--- src/rtl/init_seq_pkg.sv ---
// Shared types, state encodings and defaults for the init/iteration sequencer.
package init_seq_pkg;

  typedef enum logic [0:0] {
    IDLE = 1'b0,
    RUN  = 1'b1
  } state_e;

  // Legacy-compatible state encodings used by the sequencer register
  localparam logic [0:0] ST_IDLE = 1'b0;
  localparam logic [0:0] ST_RUN  = 1'b1;

  localparam int unsigned DEF_PRESCALE = 50000;
  localparam int unsigned DEF_DEB_LEN  = 6;
  localparam int unsigned DEF_ITER_N   = 18;

  // Width of the dropped-start counter (only used with INIT_SEQ_OVERRUN_EN)
  localparam int unsigned OVR_W = 8;

  // Counter width able to hold 0..iter_n
  function automatic int unsigned cnt_width(input int unsigned iter_n);
    return 32'($clog2(iter_n + 32'd1));
  endfunction

endpackage

--- src/rtl/init_seq_if.sv ---
// Handshake / status bundle between the sequencer and its user.
// Optional macro INIT_SEQ_OVERRUN_EN adds the ovr_cnt status bus.
interface init_seq_if
  import init_seq_pkg::*;
#(
  parameter int unsigned CW = 5
) ();

  logic          free_run_i;
  logic          start_i;
  logic          core_rst;
  logic          key_evt;
  logic          busy;
  logic [CW-1:0] cnt;
  logic          cnt_start_dly;
  logic          cnt_last;
  logic          cnt_over;
`ifdef INIT_SEQ_OVERRUN_EN
  logic [OVR_W-1:0] ovr_cnt;
`endif

`ifdef INIT_SEQ_OVERRUN_EN
  // Requester side: issues run control, observes status
  modport master (
    output free_run_i, start_i,
    input  core_rst, key_evt, busy, cnt, cnt_start_dly, cnt_last, cnt_over, ovr_cnt
  );
  // Sequencer side
  modport slave (
    input  free_run_i, start_i,
    output core_rst, key_evt, busy, cnt, cnt_start_dly, cnt_last, cnt_over, ovr_cnt
  );
`else
  // Requester side: issues run control, observes status
  modport master (
    output free_run_i, start_i,
    input  core_rst, key_evt, busy, cnt, cnt_start_dly, cnt_last, cnt_over
  );
  // Sequencer side
  modport slave (
    input  free_run_i, start_i,
    output core_rst, key_evt, busy, cnt, cnt_start_dly, cnt_last, cnt_over
  );
`endif

endinterface

--- src/rtl/key_debounce.sv ---
// Key conditioner: synchroniser, sampling prescaler, release detector and
// power-on hold. core_rst_pre is a raw decode; the top registers it.
module key_debounce
  import init_seq_pkg::*;
#(
  parameter int unsigned PRESCALE = DEF_PRESCALE,
  parameter int unsigned DEB_LEN  = DEF_DEB_LEN,
  parameter int unsigned SIM      = 0
) (
  input  logic clk,
  input  logic rst,
  input  logic key_i,
  output logic core_rst_pre,
  output logic key_evt
);

  localparam int unsigned PW       = (PRESCALE > 1) ? $clog2(PRESCALE) : 1;
  localparam logic        SIM_TICK = (SIM != 0);

  logic               key_meta;
  logic               key_sync;
  logic [PW-1:0]      pre_cnt;
  logic               pre_wrap;
  logic               tick;
  logic [DEB_LEN-1:0] hist;
  logic               match;
  logic               match_q;
  logic               init_hold;
  logic               key_evt_q;

  // Two-flop synchroniser for the asynchronous key level
  always_ff @(posedge clk or posedge rst) begin
    if (rst) begin
      key_meta <= 1'b0;
      key_sync <= 1'b0;
    end else begin
      key_meta <= key_i;
      key_sync <= key_meta;
    end
  end

  assign pre_wrap = (pre_cnt == PW'(PRESCALE - 1));
  assign tick     = SIM_TICK | pre_wrap;

  // Sampling prescaler, wraps at PRESCALE-1
  always_ff @(posedge clk or posedge rst) begin
    if (rst) begin
      pre_cnt <= '0;
    end else if (pre_wrap) begin
      pre_cnt <= '0;
    end else begin
      pre_cnt <= pre_cnt + PW'(1);
    end
  end

  // Key history, one sample per tick
  always_ff @(posedge clk or posedge rst) begin
    if (rst) begin
      hist <= '0;
    end else if (tick) begin
      hist <= {hist[DEB_LEN-2:0], key_sync};
    end
  end

  // A single pressed sample followed by DEB_LEN-1 released samples
  assign match = hist[DEB_LEN-1] & ~|hist[DEB_LEN-2:0];

  // Rising-edge detect of match gives the one-clock key event
  always_ff @(posedge clk or posedge rst) begin
    if (rst) begin
      match_q   <= 1'b0;
      key_evt_q <= 1'b0;
    end else begin
      match_q   <= match;
      key_evt_q <= match & ~match_q;
    end
  end

  // Power-on hold, released by the first tick after reset
  always_ff @(posedge clk or posedge rst) begin
    if (rst) begin
      init_hold <= 1'b1;
    end else if (tick) begin
      init_hold <= 1'b0;
    end
  end

  assign core_rst_pre = match | init_hold;
  assign key_evt      = key_evt_q;

endmodule

--- src/rtl/init_seq_ctrl.sv ---
// Reset conditioner plus 0..ITER_N iteration sequencer for iterative datapaths.
// Optional macro INIT_SEQ_OVERRUN_EN adds a saturating dropped-start counter.
module init_seq_ctrl
  import init_seq_pkg::*;
#(
  parameter int unsigned PRESCALE = DEF_PRESCALE,
  parameter int unsigned DEB_LEN  = DEF_DEB_LEN,
  parameter int unsigned ITER_N   = DEF_ITER_N,
  parameter int unsigned SIM      = 0
) (
  input  logic       clk,
  input  logic       rst,
  input  logic       key_i,
  init_seq_if.slave  bus
);

  localparam int unsigned   CW       = cnt_width(ITER_N);
  localparam logic [CW-1:0] CNT_LAST = CW'(ITER_N - 1);
  localparam logic [CW-1:0] CNT_OVER = CW'(ITER_N);

  logic          core_rst_pre;
  logic          key_evt_w;
  logic          core_rst_q;
  logic [0:0]    state_q;
  logic [0:0]    state_n;
  logic [CW-1:0] cnt_q;
  logic [CW-1:0] cnt_n;
  logic          busy_q;
  logic          busy_n;
  logic          last_q;
  logic          last_n;
  logic          over_q;
  logic          over_n;
  logic          start_dly_q;
  logic          start_dly_n;

  key_debounce #(
    .PRESCALE (PRESCALE),
    .DEB_LEN  (DEB_LEN),
    .SIM      (SIM)
  ) u_key_debounce (
    .clk          (clk),
    .rst          (rst),
    .key_i        (key_i),
    .core_rst_pre (core_rst_pre),
    .key_evt      (key_evt_w)
  );

  // Registered downstream reset; asserted out of rst
  always_ff @(posedge clk or posedge rst) begin
    if (rst) begin
      core_rst_q <= 1'b1;
    end else begin
      core_rst_q <= core_rst_pre;
    end
  end

  // Sequencer next state, counter and flag decode
  always_comb begin
    state_n     = state_q;
    cnt_n       = cnt_q;
    start_dly_n = 1'b0;
    if (core_rst_q) begin
      state_n = ST_IDLE;
      cnt_n   = '0;
    end else begin
      start_dly_n = (state_q == ST_RUN) && (cnt_q == '0);
      case (state_q)
        ST_IDLE: begin
          if (bus.free_run_i || bus.start_i) begin
            state_n = ST_RUN;
            cnt_n   = '0;
          end
        end
        ST_RUN: begin
          if (cnt_q == CNT_OVER) begin
            cnt_n = '0;
            if (!bus.free_run_i) begin
              state_n = ST_IDLE;
            end
          end else begin
            cnt_n = cnt_q + CW'(1);
          end
        end
        default: begin
          state_n = ST_IDLE;
          cnt_n   = '0;
        end
      endcase
    end
    // Flags are decoded from the next state so they register in step with cnt
    busy_n = (state_n == ST_RUN);
    last_n = busy_n && (cnt_n == CNT_LAST);
    over_n = busy_n && (cnt_n == CNT_OVER);
  end

  // Sequencer state and registered status outputs
  always_ff @(posedge clk or posedge rst) begin
    if (rst) begin
      state_q     <= ST_IDLE;
      cnt_q       <= '0;
      busy_q      <= 1'b0;
      last_q      <= 1'b0;
      over_q      <= 1'b0;
      start_dly_q <= 1'b0;
    end else begin
      state_q     <= state_n;
      cnt_q       <= cnt_n;
      busy_q      <= busy_n;
      last_q      <= last_n;
      over_q      <= over_n;
      start_dly_q <= start_dly_n;
    end
  end

`ifdef INIT_SEQ_OVERRUN_EN
  logic             drop_c;
  logic [OVR_W-1:0] ovr_q;

  // A start request is lost whenever the sequencer is already running
  assign drop_c = bus.start_i && !core_rst_q && (state_q == ST_RUN);

  // Saturating dropped-start counter, cleared by core reset
  always_ff @(posedge clk or posedge rst) begin
    if (rst) begin
      ovr_q <= '0;
    end else if (core_rst_q) begin
      ovr_q <= '0;
    end else if (drop_c && (ovr_q != '1)) begin
      ovr_q <= ovr_q + OVR_W'(1);
    end
  end

  assign bus.ovr_cnt = ovr_q;
`endif

  assign bus.core_rst      = core_rst_q;
  assign bus.key_evt       = key_evt_w;
  assign bus.busy          = busy_q;
  assign bus.cnt           = cnt_q;
  assign bus.cnt_start_dly = start_dly_q;
  assign bus.cnt_last      = last_q;
  assign bus.cnt_over      = over_q;

endmodule

--- src/flat_wrapper.sv ---
// flat-port wrapper written by rule: the top's interface ports become plain ports
module init_seq_ctrl_flat import init_seq_pkg::*;
#(
  parameter int unsigned PRESCALE = DEF_PRESCALE,
  parameter int unsigned DEB_LEN  = DEF_DEB_LEN,
  parameter int unsigned ITER_N   = DEF_ITER_N,
  parameter int unsigned SIM      = 0
)
  (clk, rst, key_i, bus_free_run_i, bus_start_i, bus_core_rst, bus_key_evt, bus_busy, bus_cnt, bus_cnt_start_dly, bus_cnt_last, bus_cnt_over);
  init_seq_if #(.CW((cnt_width(ITER_N)))) bus_i ();
  input  logic clk;
  input  logic rst;
  input  logic key_i;
  input wire logic [$bits(bus_i.free_run_i)-1:0] bus_free_run_i;
  input wire logic [$bits(bus_i.start_i)-1:0] bus_start_i;
  output wire logic [$bits(bus_i.core_rst)-1:0] bus_core_rst;
  output wire logic [$bits(bus_i.key_evt)-1:0] bus_key_evt;
  output wire logic [$bits(bus_i.busy)-1:0] bus_busy;
  output wire logic [$bits(bus_i.cnt)-1:0] bus_cnt;
  output wire logic [$bits(bus_i.cnt_start_dly)-1:0] bus_cnt_start_dly;
  output wire logic [$bits(bus_i.cnt_last)-1:0] bus_cnt_last;
  output wire logic [$bits(bus_i.cnt_over)-1:0] bus_cnt_over;
  assign bus_i.free_run_i = bus_free_run_i;
  assign bus_i.start_i = bus_start_i;
  assign bus_core_rst = bus_i.core_rst;
  assign bus_key_evt = bus_i.key_evt;
  assign bus_busy = bus_i.busy;
  assign bus_cnt = bus_i.cnt;
  assign bus_cnt_start_dly = bus_i.cnt_start_dly;
  assign bus_cnt_last = bus_i.cnt_last;
  assign bus_cnt_over = bus_i.cnt_over;
  init_seq_ctrl #(.PRESCALE(PRESCALE), .DEB_LEN(DEB_LEN), .ITER_N(ITER_N), .SIM(SIM)) u_core (.clk(clk), .rst(rst), .key_i(key_i), .bus(bus_i));
endmodule
--- config.mk ---
export PLATFORM = sky130hd
export DESIGN_NAME = init_seq_ctrl_flat
export DESIGN_NICKNAME = d
export VERILOG_FILES = /design/src/rtl/init_seq_pkg.sv /design/src/rtl/init_seq_if.sv /design/src/rtl/key_debounce.sv /design/src/rtl/init_seq_ctrl.sv /design/src/flat_wrapper.sv
export SDC_FILE = /design/constraint.sdc
export NUM_CORES = 1
export LEC_CHECK = 0
export BUFFER_PORTS_ARGS = -buffer_cell sky130_fd_sc_hd__buf_2
export CAP_MARGIN = 20
export CELL_PAD_IN_SITES_DETAIL_PLACEMENT = 0
export CELL_PAD_IN_SITES_GLOBAL_PLACEMENT = 1
export CORE_MARGIN = 2
export CORE_UTILIZATION = 49
export DETAILED_ROUTE_END_ITERATION = 8
export PLACE_DENSITY = 0.79
export SETUP_SLACK_MARGIN = 0.1
export SLEW_MARGIN = 20
export SYNTH_ARGS = -nofsm -noshare
export SYNTH_HDL_FRONTEND = slang
export SYNTH_SLANG_ARGS = --single-unit
--- constraint.sdc ---
create_clock -name clk -period 4.6 [get_ports clk]
set_input_delay 0.92 -clock clk [delete_from_list [all_inputs] [get_ports clk]]
set_output_delay 0.92 -clock clk [all_outputs]
set_load 0.05 [all_outputs]
=== Yosys cells after proc, flatten, opt, wreduce, memory -nomap -nowiden ===
Cells that the tools add are included.

* Add/sub/neg operators: 2
* Reduce and logical (&&, ||, !) cells: 7
* Multiplexer cells: 11
* Equal/unequal tests: 4
* Bitwise gates (word level): 5

{| class="wikitable"
|+ Operators by type and width
! kind !! count
|-
| adder 16 x 1 -> 16 bit, second input constant || 1
|-
| equality test 16 bit, second input constant || 1
|-
| 2-to-1 mux 16 bit || 1
|-
| equality test 5 bit, second input constant || 3
|-
| 2-to-1 mux 5 bit || 3
|-
| one-hot mux 5 bit (2 select lines) || 1
|-
| adder 5 x 1 -> 5 bit, second input constant || 1
|-
| zero test 5 bit || 1
|-
| 2-to-1 mux 1 bit || 5
|-
| OR reduction 5 bit || 1
|-
| logical AND 1 bit || 3
|-
| bitwise AND 1 bit || 2
|-
| NOT 1 bit || 2
|-
| one-hot mux 1 bit (2 select lines) || 1
|-
| zero test 1 bit || 1
|-
| logical OR 1 bit || 1
|-
| OR 1 bit || 1
|}

* Word-level logic and storage cells: 42
* Output and inout bits: 11
* Bits in registers: 37

=== Depth between registers and ports, before layout ===
Gate-level depths: netlist of the first run.

* Word-level depth: 6
* Depth in mapped cells: 6
* Gate-level depth less buffers: 6

=== Modules after synthesis ===
Synthesis of the first run repeated with hierarchy kept, for this count alone.

* Cells, all modules: 153
* Area total of the unflattened synthesis: 1,682.9 µm²

{| class="wikitable"
|+ By module, submodules not included
! module !! times used !! area an instance (µm²) !! cells each !! seq. area each (µm²)
|-
| key_debounce || 1 || 1,128.6 || 95 || 676.9
|-
| init_seq_ctrl || 1 || 554.3 || 58 || 251.5
|}

=== Worst setup path before layout of the first run ===
Ideal clock, no wire load.

* Kind: input to register
* Start point: input port bus_start_i
* End point: register u_core.cnt_q[4] (netlist: u_core.bus.cnt[4])
* Required time: 4,527 ps
* Arrival: 1,768 ps
* Cell stages on the path: 4
* Setup slack: 2,759 ps
* Cells stage by stage: or4b_2 o31ai_1 a31oi_1 nor2_1

* Cells in the longest elaborated chain, start to end: 4

{| class="wikitable"
|+ Ends and longest elaborated chain
! what !! RTL line !! RTL
|-
| start, declared || flat_wrapper.sv:15 || <nowiki>input wire logic [$bits(bus_i.start_i)-1:0] bus_start_i;</nowiki>
|-
| logical OR 1 bit || init_seq_ctrl.sv:70 || <nowiki>if (bus.free_run_i || bus.start_i) begin</nowiki>
|-
| 2-to-1 mux 5 bit || init_seq_ctrl.sv:70 ||
|-
| one-hot mux 5 bit (2 select lines) || init_seq_ctrl.sv:68 || <nowiki>case (state_q)</nowiki>
|-
| 2-to-1 mux 5 bit || init_seq_ctrl.sv:63 || <nowiki>if (core_rst_q) begin</nowiki>
|-
| net u_core.cnt_n[4] || init_seq_ctrl.sv:27 || <nowiki>logic [CW-1:0] cnt_n;</nowiki>
|-
| end signal, assigned || init_seq_ctrl.sv:108 || <nowiki>cnt_q <= cnt_n;</nowiki>
|-
| end, declared || init_seq_ctrl.sv:26 || <nowiki>logic [CW-1:0] cnt_q;</nowiki>
|}

The timed path passes the listed nets, and every way through them passes these cells.
A chain may end at the register's enable or synchronous reset.

=== Final worst setup path of the first run ===
* Start point: register u_core.cnt_q[2] (netlist: u_core.bus.cnt[2])
* End point: output port bus_cnt[2]

{| class="wikitable"
|+ RTL lines
! what !! RTL line !! RTL
|-
| end, declared || flat_wrapper.sv:19 || <nowiki>output wire logic [$bits(bus_i.cnt)-1:0] bus_cnt;</nowiki>
|}

No word-level cell between the ends.

==> results of run 1 <==
cell type report:
| type | count | area [sq um] |
|---|---|---|
| tap | 46 | 57.56 |
| sequential | 37 | 928.4 |
| clock inverter | 3 | 22.52 |
| timing repair buffer | 16 | 82.58 |
| clock buffer | 5 | 37.54 |
| fill | 320 | 1455 |
| inverter | 6 | 22.52 |
| multi-input combinational | 111 | 730.7 |
metrics by stage:
step / instances / hold WS (ps) / util (%)
after floorplan: 156 / 331.2 / -
after global placement: 216 / 335.8 / 54.59
after detailed placement: 216 / 334.7 / 54.59
after CTS: 224 / 362.8 / 56.39
after global routing: 224 / 392.3 / 56.39
final: 224 / 360.6 / 56.39
final timing paths:
kind / end / slack (ps) / startpoint
min in group asynchronous: u_core.u_key_debounce.hist[5]$_DFFE_PP0N_ / 670 / rst
max in group asynchronous: u_core.bus.core_rst$_DFF_PP1_ / 3590 / rst
worst min register to register: u_core.u_key_debounce.key_sync$_DFF_PP0_ / 360 / u_core.u_key_debounce.key_meta$_DFF_PP0_
worst max-delay path: bus_cnt[2] / 2470 / u_core.bus.cnt[2]$_DFF_PP0_
worst min-delay path: u_core.u_key_debounce.key_sync$_DFF_PP0_ / 360 / u_core.u_key_debounce.key_meta$_DFF_PP0_
worst max register to register: u_core.u_key_debounce.hist[3]$_DFFE_PP0N_ / 2730 / u_core.u_key_debounce.pre_cnt[0]$_DFF_PP0_
cells in the final DEF (no fill, tap or decap), drive strengths merged, types with 3 or more instances in the layout:
cell	n
xor2	3
xnor2	12
nand4	4
nand2	11
nand3	8
nor4	5
inv	6
clkinv	3
nand2b	5
nor3	4
dfrtp	35
clkbuf	5
nor2	22
and2	3
buf	16
ha	4
mux2	6
a21oi	5
kinds of logic after synthesis:
| group | Yosys count | share of synthesized area, % |
|---|---|---|
| AND/OR/NAND/NOR | 71 | 21.96 |
| flip-flops | 37 | 54.68 |
| XOR/XNOR | 15 | 7.738 |
| AO/OA/AOI/OAI | 14 | 5.380 |
| buffers and inverters | 8 | 2.284 |
| multiplexers | 7 | 5.011 |
| adder cells (fa/ha/maj) | 4 | 2.948 |
flip-flops by register name (all words and copies together), names as in the netlist:
name and cells:
u_core.u_key_debounce.pre_cnt 16, u_core.u_key_debounce.hist 6, u_core.bus.cnt 5, u_core.bus.cnt_last 1, u_core.bus.cnt_over 1, u_core.bus.cnt_start_dly 1
u_core.bus.core_rst 1, u_core.state_q 1, u_core.u_key_debounce.init_hold 1, u_core.u_key_debounce.key_evt 1, u_core.u_key_debounce.key_meta 1, u_core.u_key_debounce.key_sync 1
u_core.u_key_debounce.match_q 1
worst reg2reg max path, delay by kind of cell, from the launching register on:
kind          cells  cell delay (ps)
mux               1              360
fa+ha+maj         1              210
simple gates      3              790
flops             1              410
layer usage:
layer	up-vias	share of wire (%)
li1	585	-
met1	563	46
met2	29	47
met3	4	4.9
met4	0	2.0
met5	-	0
power by group:
group	internal (mW)	switching (mW)	total, mW
clock	0.0605	0.108	0.168
sequential	0.354	0.0500	0.404
combinational	0.0876	0.181	0.268
==> results by group, run 1 <==
Die
  – Initial Utilization: 50.88%
  – Horizontal die dimension: 62.87 um
  – I/O pin total: 16
  – DIE AREA: 0.003952 sq mm
  – Chip Height: 62.87 um
  – # rows: 21
  – Area of the placeable core: 0.003337 sq mm

Finish
  – Area of all placed cells without fillers: 0.001882 sq mm
  – Layout-stage area growth over the synthesis result: 10.83%
  – Final net count: 186
  – Ratio of cells with drive above 1 in the final layout: 20.22%
  – Total inserted antenna cells: 0

Power and ir drop
  – Power after layout: 0.8405 mW
  – Leak pwr: 0.8974 nW
  – Peak VDD IR: 206.9 uV
  – Power Dens Cells: 446.7 mW/mm^2

Clock network
  – Post_cts resized: 0
  – Number of buffers inserted during clock tree synthesis: 5
  – Clock tree root driver cell: clkbuf_4
  – Number of setup buffers added after CTS: 0
  – Insertion delay to the later sink of the worst-skew pair: 330 ps
  – Clock-pin transition on the worst setup and hold timing paths: 120 ps
  – CTS sink count: 37
  – Clock tree from TritonCTS: built
  – Buffers from clock root to sink, at most: 2
  – # hold bufs at CTS: 0
  – H-tree depth: 2

Critical path
  – Path length in cells of the critical path: 1
  – CP Cell Sequence: buf_2
  – Worst setup path category: reg -> out
  – Worst path arrival time: 1210 ps
  – Combined buffer and inverter count along the critical path: 1
  – Worst setup EP type: primary output
  – Required time at the worst-slack endpoint: 3680 ps
  – Length in cells of the worst reg-to-reg path: 5
  – Cell family with most CP delay: flip-flops
  – Slowest library cell on the worst path: dfrtp_1
  – Delay of the slowest critical-path stage: 550 ps
  – Highest net fanout along the worst path: 11
  – Setup crit start kind: flip-flop

STA
  – Final clock skew: 14.85 ps
  – Min cycle time layout: 2133 ps
  – Hold Violations, Final: 0
  – Summed negative setup slack over all endpoints: 0 ps
  – Final clock period utilization by the worst path: 46.38%
  – Transition at the pin with the smallest max-transition slack: 455.5 ps
  – Worst slew margin relative to its limit: 69.64%
  – Unrepaired setup endpoints after global routing: no
  – Final setup violation count: 0
  – Highest achievable clock rate: 468.8 MHz
  – Max-slew violation count: 0
  – Worst-case setup margin in the final layout: 2467 ps

Synthesis
  – Register area share after synthesis: 54.68%
  – Post-synth design cell area: 0.001698 sq mm
  – Post-Synthesis Cells: 156
  – Fraction of registers with async set or reset after synthesis: 100.0%
  – Avg Cell Area, Syn: 10.88 sq um
  – Flip-flop and latch count after synthesis: 37
  – Top cells by area, synth: dfrtp_1 52%, xnor2_1 6.2%, nor2_1 4.9%, dfstp_2 3.1%, ha_1 2.9%
  – EDFF count, synth: 0
  – Most frequent cells after synthesis: 35 x dfrtp_1, 22 x nor2_1, 12 x xnor2_1
  – Fraction of synthesized cell area taken by the top area cell type: 51.58%
  – Flip-flop cell with the highest count after synthesis: dfrtp_1
  – Number of distinct library cells after synthesis: 37
  – Cell type with the largest total area after synthesis: dfrtp_1
  – Synth warn: 0
  – Cell with the most instances after synthesis: dfrtp_1
  – Mapped Nets: 165

Drt
  – Detailed Routing Iterations Pass 1: 4
  – Average wire per cell in the routed design: 12.79 um
  – Total detailed-routing wirelength: 2.866 mm
  – Post-detailed-route via-to-cell ratio: 5.272
  – DRC violation count after routing: 0
  – ANT nets after route: 0
  – Number of violations reported at the end of detailed-routing iteration 0: 75
  – Total number of vias: 1181

Global route
  – Via count of the first global-routing pass: 1087
  – Global route overflow: 0
  – Met1 demand-to-capacity share in global routing: 21.83%
  – First-pass GRT wire length: 5.023 mm
  – Antenna violations before repair: 0
  – Met3 Track Usage GR: 3.784%
  – Global-route track usage on met2: 25.00%
  – Largest net degree at the start of global routing: 38
  – Highest-utilization routing layer at the global route stage: met2
  – Total Routing Usage GR: 16.38%

Worst hold path
  – Number of stages on the worst hold path: 0
  – Class of the most critical hold timing path: reg -> reg

Run
  – Total of max-cap violations: 0

Placement
  – Final weighted congestion of routability-driven global placement: 0.7614
  – Port Buf Inserts: 15
  – Half-perimeter wire length after detailed placement: 2.022 mm
  – Pre-CTS WS: 2637 ps
  – Post-place instance area: 0.001822 sq mm

Outcome
  – Run status: completed
(Power assumes the default switching activity.)
==> run 2: changes to the inputs <==
--- a/config.mk
+++ b/config.mk
@@ -10,9 +10,9 @@
 export CELL_PAD_IN_SITES_DETAIL_PLACEMENT = 0
 export CELL_PAD_IN_SITES_GLOBAL_PLACEMENT = 1
 export CORE_MARGIN = 2
-export CORE_UTILIZATION = 49
+export CORE_UTILIZATION = 41
 export DETAILED_ROUTE_END_ITERATION = 8
-export PLACE_DENSITY = 0.79
+export PLACE_DENSITY = 0.7
 export SETUP_SLACK_MARGIN = 0.1
 export SLEW_MARGIN = 20
 export SYNTH_ARGS = -nofsm -noshare
==> constraint.sdc (replaced) <==
create_clock -name clk -period 1.9 [get_ports clk]
set_input_delay 0.38 -clock clk [delete_from_list [all_inputs] [get_ports clk]]
set_output_delay 0.38 -clock clk [all_outputs]
set_load 0.05 [all_outputs]
==> run 2 against run 1 <==
Wire length up 8.3%. Utilization down 6.2 points. Clock skew down 13 ps. Sequential power up 130%. Total power rose to 2.8 times the previous value. Largest cell class unchanged. Combinational power rose to 2.7 times the previous value. Critical endpoint is now u_core.u_key_debounce.hist[3]$_DFFE_PP0N_.
==> results by group, run 2 (synthesized netlist as in run 1, its figures left out) <==
Outcome
  – Run status: completed

STA
  – Final setup violation count: 0 (unchanged)
  – Transition at the pin with the smallest max-transition slack: 453.8 ps (-1.635 ps)
  – Highest achievable clock rate: 593.4 MHz
  – Final clock period utilization by the worst path: 88.69%
  – Final clock skew: 2.219 ps (-12.63 ps)
  – Summed negative setup slack over all endpoints: 0 ps (unchanged)
  – Hold Violations, Final: 0 (unchanged)
  – Min cycle time layout: 1685 ps
  – Unrepaired setup endpoints after global routing: no
  – Worst-case setup margin in the final layout: 214.9 ps (-2252 ps)
  – Max-slew violation count: 0 (unchanged)
  – Worst slew margin relative to its limit: 69.74% (+0.11 points)

Critical path
  – Required time at the worst-slack endpoint: 2080 ps (-1600 ps)
  – Delay of the slowest critical-path stage: 430 ps (-120 ps)
  – Setup crit start kind: flip-flop
  – Combined buffer and inverter count along the critical path: 0 (-1)
  – Length in cells of the worst reg-to-reg path: 5 (unchanged)
  – CP Cell Sequence: ha_4 > nand3_4 > nor4_4 > and3_4 > mux2_2
  – Worst-case register-to-register setup slack: 210 ps (-2520 ps)
  – Slowest library cell on the worst path: dfrtp_1
  – Launch point of the worst reg-to-reg path: u_core.u_key_debounce.pre_cnt[0]$_DFF_PP0_
  – Worst setup path category: reg -> reg
  – Worst path arrival time: 1860 ps (+650 ps)
  – Cell family with most CP delay: simple AND/OR/NAND/NOR gates
  – RR Endpoint: u_core.u_key_debounce.hist[3]$_DFFE_PP0N_
  – Worst setup EP type: flip-flop
  – Highest net fanout along the worst path: 5 (-6)

Drt
  – Post-detailed-route via-to-cell ratio: 5.160 (-2.1%)
  – DRC violation count after routing: 0 (unchanged)
  – Total number of vias: 1192 (+0.93%)
  – ANT nets after route: 0 (unchanged)
  – Total detailed-routing wirelength: 3.103 mm (+8.3%)
  – Average wire per cell in the routed design: 13.43 um (+5.0%)
  – Number of violations reported at the end of detailed-routing iteration 0: 58 (-23%)
  – Detailed Routing Iterations Pass 1: 4 (unchanged)

Die
  – DIE AREA: 0.004672 sq mm (+18%)
  – Initial Utilization: 42.45% (-8.4 points)
  – Area of the placeable core: 0.004000 sq mm (+20%)
  – # rows: 23 (+9.5%)
  – Chip Height: 68.35 um (+8.7%)
  – I/O pin total: 16 (unchanged)
  – Horizontal die dimension: 68.35 um (+8.7%)

Finish
  – Ratio of cells with drive above 1 in the final layout: 22.65% (+2.4 points)
  – Leading cell type in the layout, fill and taps excluded: dfrtp_1
  – Total inserted antenna cells: 0 (unchanged)
  – Number of flip-flops in the largest register: 16 (unchanged)
  – Final cell count without fillers: 231 (+3.1%)
  – Final net count: 189 (+1.6%)
  – Filler cells: 355 (+11%)
  – Register ranked first by flip-flop count: u_core.u_key_debounce.pre_cnt
  – Layout-stage area growth over the synthesis result: 18.20%
  – Top library cells by usage in the layout, fill and taps aside: 35 x dfrtp_1, 22 x nor2_1, 15 x buf_2, 12 x xnor2_1, 11 x nand2_1
  – Post-layout util: 50.17% (-6.2 points)

Placement
  – Port Buf Inserts: 15 (unchanged)
  – Pre-CTS WS: 130.5 ps (-2506 ps)
  – Number of placed instances, taps included: 223 (+3.2%)
  – Half-perimeter wire length after detailed placement: 2.215 mm (+9.6%)
  – Final weighted congestion of routability-driven global placement: 0.7524 (-1.2%)

Power and ir drop
  – Leak pwr: 0.9344 nW (+4.1%)
  – Part of the total power dissipated in the clock network: 29.7% (+9.7 points)
  – Power Dens Cells: 1184 mW/mm^2 (+170%)
  – Net Sw Frac: 35.93% (-4.4 points)
  – Switching power: 0.8538 mW (+150%)
  – Relative contribution of combinational cells to total power: 30.8% (-1.1 points)
  – Proportion of power drawn by flip-flops and latches: 39.5% (-8.5 points)
  – Internal power: 1.523 mW (+200%)
  – Peak VDD IR: 595.6 uV (+190%)

Clock network
  – CTS sink count: 37 (unchanged)
  – Number of buffers inserted during clock tree synthesis: 5 (unchanged)
  – Clock tree root driver cell: clkbuf_8
  – Insertion delay to the later sink of the worst-skew pair: 290 ps (-40 ps)
  – H-tree depth: 2 (unchanged)
  – Clock tree from TritonCTS: built
  – Clock-pin transition on the worst setup and hold timing paths: 70 ps (-50 ps)
  – Buffers from clock root to sink, at most: 2 (unchanged)
  – Number of setup buffers added after CTS: 0 (unchanged)

Global route
  – Via count of the first global-routing pass: 1228 (+13%)
  – Largest net degree at the start of global routing: 38 (unchanged)
  – Global route overflow: 0 (unchanged)
  – Antenna violations before repair: 0 (unchanged)
  – First-pass GRT wire length: 5.354 mm (+6.6%)
  – Total Routing Usage GR: 15.74% (-0.64 points)

Run
  – Total of max-cap violations: 0 (unchanged)

Worst hold path
  – Class of the most critical hold timing path: in -> async
[run 2: worst reg2reg max path: stages, from the launching register on]
cell	delay, ps
dfrtp_1	430
ha_4	180
nand3_4	100
nor4_4	270
and3_4	270
mux2_2	330
[run 2: timing repair]
action,in CTS,in global routing
hold endpoints to repair,0,0
gates resized for setup,0,6
setup endpoints to repair,0,6
hold buffers,0,0
[run 2: worst max path at each step]
stage | start | to | slack [ps] | depth (start not counted)
final | u_core.u_key_debounce.pre_cnt[0]$_DFF_PP0_ | u_core.u_key_debounce.hist[3]$_DFFE_PP0N_ | 210 | 5
after floorplan | u_core.bus.cnt[0]$_DFF_PP0_ | u_core.bus.cnt_over$_DFF_PP0_ | 120 | 6
after detailed placement | u_core.u_key_debounce.pre_cnt[0]$_DFF_PP0_ | u_core.u_key_debounce.hist[3]$_DFFE_PP0N_ | 130 | 5
after global placement | u_core.u_key_debounce.pre_cnt[0]$_DFF_PP0_ | u_core.u_key_debounce.hist[3]$_DFFE_PP0N_ | 200 | 5
after global routing | u_core.u_key_debounce.pre_cnt[0]$_DFF_PP0_ | u_core.u_key_debounce.hist[3]$_DFFE_PP0N_ | 120 | 5
after CTS | u_core.u_key_debounce.pre_cnt[0]$_DFF_PP0_ | u_core.u_key_debounce.hist[3]$_DFFE_PP0N_ | 120 | 5
[run 2: through the flow]
stage	total power, mW	instance area, sq um	hold slack [ps]
CTS	2.406	1969	186.9
detailed placement	1.691	1849	341.6
finish	2.376	2007	189.9
global placement	1.666	1849	337.3
global route	2.535	2007	181.7
floorplan	1.499	1698	331.2
[run 2: final cells by class]
class                   instances  area [sq um]  area share [%]
clock buffers                   6         82.58           4.115
clock inverters                 2         37.54           1.870
inverters                       6         22.52           1.122
multi-input cells             111         768.2           38.28
flip-flops and latches         37         928.4           46.26
well taps                      50         62.56           3.117
repair buffers                 19         105.1           5.237
[run 2: routing by layer]
metal	up-vias	routed length [um]	GRT usage, %
met1	576	1416	19.20
met3	5	141	4.605
met4	0	41	7.500
li1	587	-	-
met2	24	1503	25.49
met5	-	0	0
[run 2: power by group through the flow]
stage | registers [mW] | logic (mW) | clock network, mW
final | 0.938 | 0.732 | 0.706
after global routing | 0.950 | 0.826 | 0.759
after CTS | 0.937 | 0.740 | 0.729
after detailed placement | 0.954 | 0.737 | 0
after global placement | 0.949 | 0.717 | 0
after floorplan | 1.18 | 0.320 | 0
==> run 3: changes to the inputs <==
--- a/config.mk
+++ b/config.mk
@@ -11,6 +11,7 @@
 export CELL_PAD_IN_SITES_GLOBAL_PLACEMENT = 1
 export CORE_MARGIN = 2
 export CORE_UTILIZATION = 41
+export CTS_BUF_LIST = sky130_fd_sc_hd__clkbuf_16
 export DETAILED_ROUTE_END_ITERATION = 8
 export PLACE_DENSITY = 0.7
 export SETUP_SLACK_MARGIN = 0.1
==> run 3 against run 2 <==
Global-route usage up 0.30 points. First-iteration DRC count is 6.9% lower. Total power is 9.3% higher. Via count up 0.17%. Setup slack worse by 0.74 ps. Wire length up 1.0%. Die area unchanged. Critical path depth did not move.
==> results by group, run 3 (synthesized netlist as in run 1, its figures left out) <==
Outcome
  – Run status: completed

Clock network
  – # hold bufs at CTS: 0 (unchanged)
  – Post_cts resized: 0 (unchanged)
  – Insertion delay to the later sink of the worst-skew pair: 280 ps (about the same)
  – Number of setup buffers added after CTS: 0 (unchanged)
  – Clock-pin transition on the worst setup and hold timing paths: 60 ps (about the same)
  – Clock tree root driver cell: clkbuf_16
  – CTS sink count: 37 (unchanged)
  – Buffers from clock root to sink, at most: 2 (unchanged)
  – Clock tree from TritonCTS: built
  – Number of buffers inserted during clock tree synthesis: 5 (unchanged)
  – H-tree depth: 2 (unchanged)

STA
  – Transition at the pin with the smallest max-transition slack: 453.4 ps (-0.4501 ps)
  – Summed negative setup slack over all endpoints: 0 ps (unchanged)
  – Max-slew violation count: 0 (unchanged)
  – Highest achievable clock rate: 593.2 MHz (about the same)
  – Unrepaired setup endpoints after global routing: no
  – Hold Violations, Final: 0 (unchanged)
  – Final worst hold slack: 203.0 ps (+13.19 ps)
  – Final setup violation count: 0 (unchanged)
  – Worst slew margin relative to its limit: 69.77% (about the same)
  – Final clock skew: 4.987 ps (+2.768 ps)
  – Final clock period utilization by the worst path: 88.73% (about the same)
  – Min cycle time layout: 1686 ps (+0.7400 ps)

Power and ir drop
  – Leak pwr: 0.9545 nW (+2.1%)
  – Peak VDD IR: 644.0 uV (+8.1%)
  – Power Dens Cells: 1265 mW/mm^2 (+6.9%)

Critical path
  – Cell family with most CP delay: simple AND/OR/NAND/NOR gates
  – Delay of the slowest critical-path stage: 420 ps (about the same)
  – Length in cells of the worst reg-to-reg path: 5 (unchanged)
  – CP Cell Sequence: ha_4 > nand3_4 > nor4_4 > and3_4 > mux2_2
  – Worst setup path category: reg -> reg
  – Required time at the worst-slack endpoint: 2060 ps (-20 ps)
  – Setup crit start kind: flip-flop
  – Highest net fanout along the worst path: 5 (unchanged)
  – RR Endpoint: u_core.u_key_debounce.hist[3]$_DFFE_PP0N_
  – Slowest library cell on the worst path: dfrtp_1
  – Combined buffer and inverter count along the critical path: 0 (unchanged)
  – Worst-case register-to-register setup slack: 210 ps (about the same)
  – Worst setup EP type: flip-flop
  – Worst path arrival time: 1850 ps (about the same)
  – Launch point of the worst reg-to-reg path: u_core.u_key_debounce.pre_cnt[0]$_DFF_PP0_

Placement
  – Port Buf Inserts: 15 (unchanged)
  – Final weighted congestion of routability-driven global placement: 0.7524 (unchanged)
  – Half-perimeter wire length after detailed placement: 2.215 mm (unchanged)

Global route
  – Global route overflow: 0 (unchanged)
  – Antenna violations before repair: 0 (unchanged)
  – First-pass GRT wire length: 5.464 mm (+2.1%)
  – Total Routing Usage GR: 16.04% (+0.30 points)
  – Largest net degree at the start of global routing: 38 (unchanged)
  – Via count of the first global-routing pass: 1211 (-1.4%)

Drt
  – Total detailed-routing wirelength: 3.135 mm (+1.0%)
  – ANT nets after route: 0 (unchanged)
  – Total number of vias: 1194 (+0.17%)
  – DRC violation count after routing: 0 (unchanged)
  – Average wire per cell in the routed design: 13.57 um (+1.0%)
  – Number of violations reported at the end of detailed-routing iteration 0: 54 (-6.9%)
  – Detailed Routing Iterations Pass 1: 4 (unchanged)
  – Post-detailed-route via-to-cell ratio: 5.169 (+0.17%)

Run
  – Total of max-cap violations: 0 (unchanged)

Die
  – I/O pin total: 16 (unchanged)
  – DIE AREA: 0.004672 sq mm (unchanged)
  – Area of the placeable core: 0.004000 sq mm (unchanged)
  – Horizontal die dimension: 68.35 um (unchanged)
  – Initial Utilization: 42.45% (unchanged)
  – # rows: 23 (unchanged)
  – Chip Height: 68.35 um (unchanged)

Finish
  – Register ranked first by flip-flop count: u_core.u_key_debounce.pre_cnt
  – Final net count: 189 (unchanged)
  – Layout-stage area growth over the synthesis result: 20.93%
  – Ratio of cells with drive above 1 in the final layout: 22.10% (-0.55 points)
  – Total inserted antenna cells: 0 (unchanged)
  – Number of flip-flops in the largest register: 16 (unchanged)
  – Leading cell type in the layout, fill and taps excluded: dfrtp_1
  – Filler cells: 352 (-0.85%)
  – Top library cells by usage in the layout, fill and taps aside: 35 x dfrtp_1, 22 x nor2_1, 15 x buf_2, 12 x xnor2_1, 11 x nand2_1

Worst hold path
  – Class of the most critical hold timing path: in -> async
-- run 3: worst max-delay path by stage --
stage | start | end | slack, ps | cells after the start
after detailed placement | u_core.u_key_debounce.pre_cnt[0]$_DFF_PP0_ | u_core.u_key_debounce.hist[3]$_DFFE_PP0N_ | 130 | 5
after floorplan | u_core.bus.cnt[0]$_DFF_PP0_ | u_core.bus.cnt_over$_DFF_PP0_ | 120 | 6
after CTS | u_core.u_key_debounce.pre_cnt[0]$_DFF_PP0_ | u_core.u_key_debounce.hist[3]$_DFFE_PP0N_ | 120 | 5
after global routing | u_core.u_key_debounce.pre_cnt[0]$_DFF_PP0_ | u_core.u_key_debounce.hist[3]$_DFFE_PP0N_ | 100 | 5
final | u_core.u_key_debounce.pre_cnt[0]$_DFF_PP0_ | u_core.u_key_debounce.hist[3]$_DFFE_PP0N_ | 210 | 5
after global placement | u_core.u_key_debounce.pre_cnt[0]$_DFF_PP0_ | u_core.u_key_debounce.hist[3]$_DFFE_PP0N_ | 200 | 5
-- run 3: final cells by class --
| class | count | area (sq um) | share of cell area [%] |
|---|---|---|---|
| Sequential cell | 37 | 928.4 | 45.22 |
| Multi-Input combinational cell | 111 | 768.2 | 37.42 |
| Clock buffer | 5 | 125.1 | 6.094 |
| Timing Repair Buffer | 19 | 105.1 | 5.119 |
| Tap cell | 50 | 62.56 | 3.047 |
| Clock inverter | 3 | 41.29 | 2.011 |
| Inverter | 6 | 22.52 | 1.097 |
-- run 3: layer usage --
metal  track usage, %  routed length (um)
met5                0                   0
met4            5.250                  36
met3            5.592                 121
met2            25.97                1509
met1            20.00                1468
-- run 3: stage by stage --
step / instances / util, % / setup WS, ps / power, mW / cell area [sq um]
floorplan: 156 / - / 121.1 / 1.499 / 1698
global placement: 223 / 46.23 / 201.0 / 1.666 / 1849
global route: 231 / 51.33 / 103.4 / 2.755 / 2053
CTS: 231 / 50.39 / 120.2 / 2.620 / 2016
detailed placement: 223 / 46.23 / 130.5 / 1.691 / 1849
finish: 231 / 51.33 / 214.1 / 2.598 / 2053
-- run 3: worst register-to-register path, cell delays in order (launching register included) --
cell and delay [ps]:
dfrtp_1 420, ha_4 180, nand3_4 100, nor4_4 270
and3_4 270, mux2_2 330
-- run 3: report_power, final --
group	total [mW]	internal [mW]	switching, mW
Sequential	0.941	0.859	0.0826
Combinational	0.734	0.239	0.495
Clock	0.923	0.614	0.309
Total	2.60	1.71	0.887
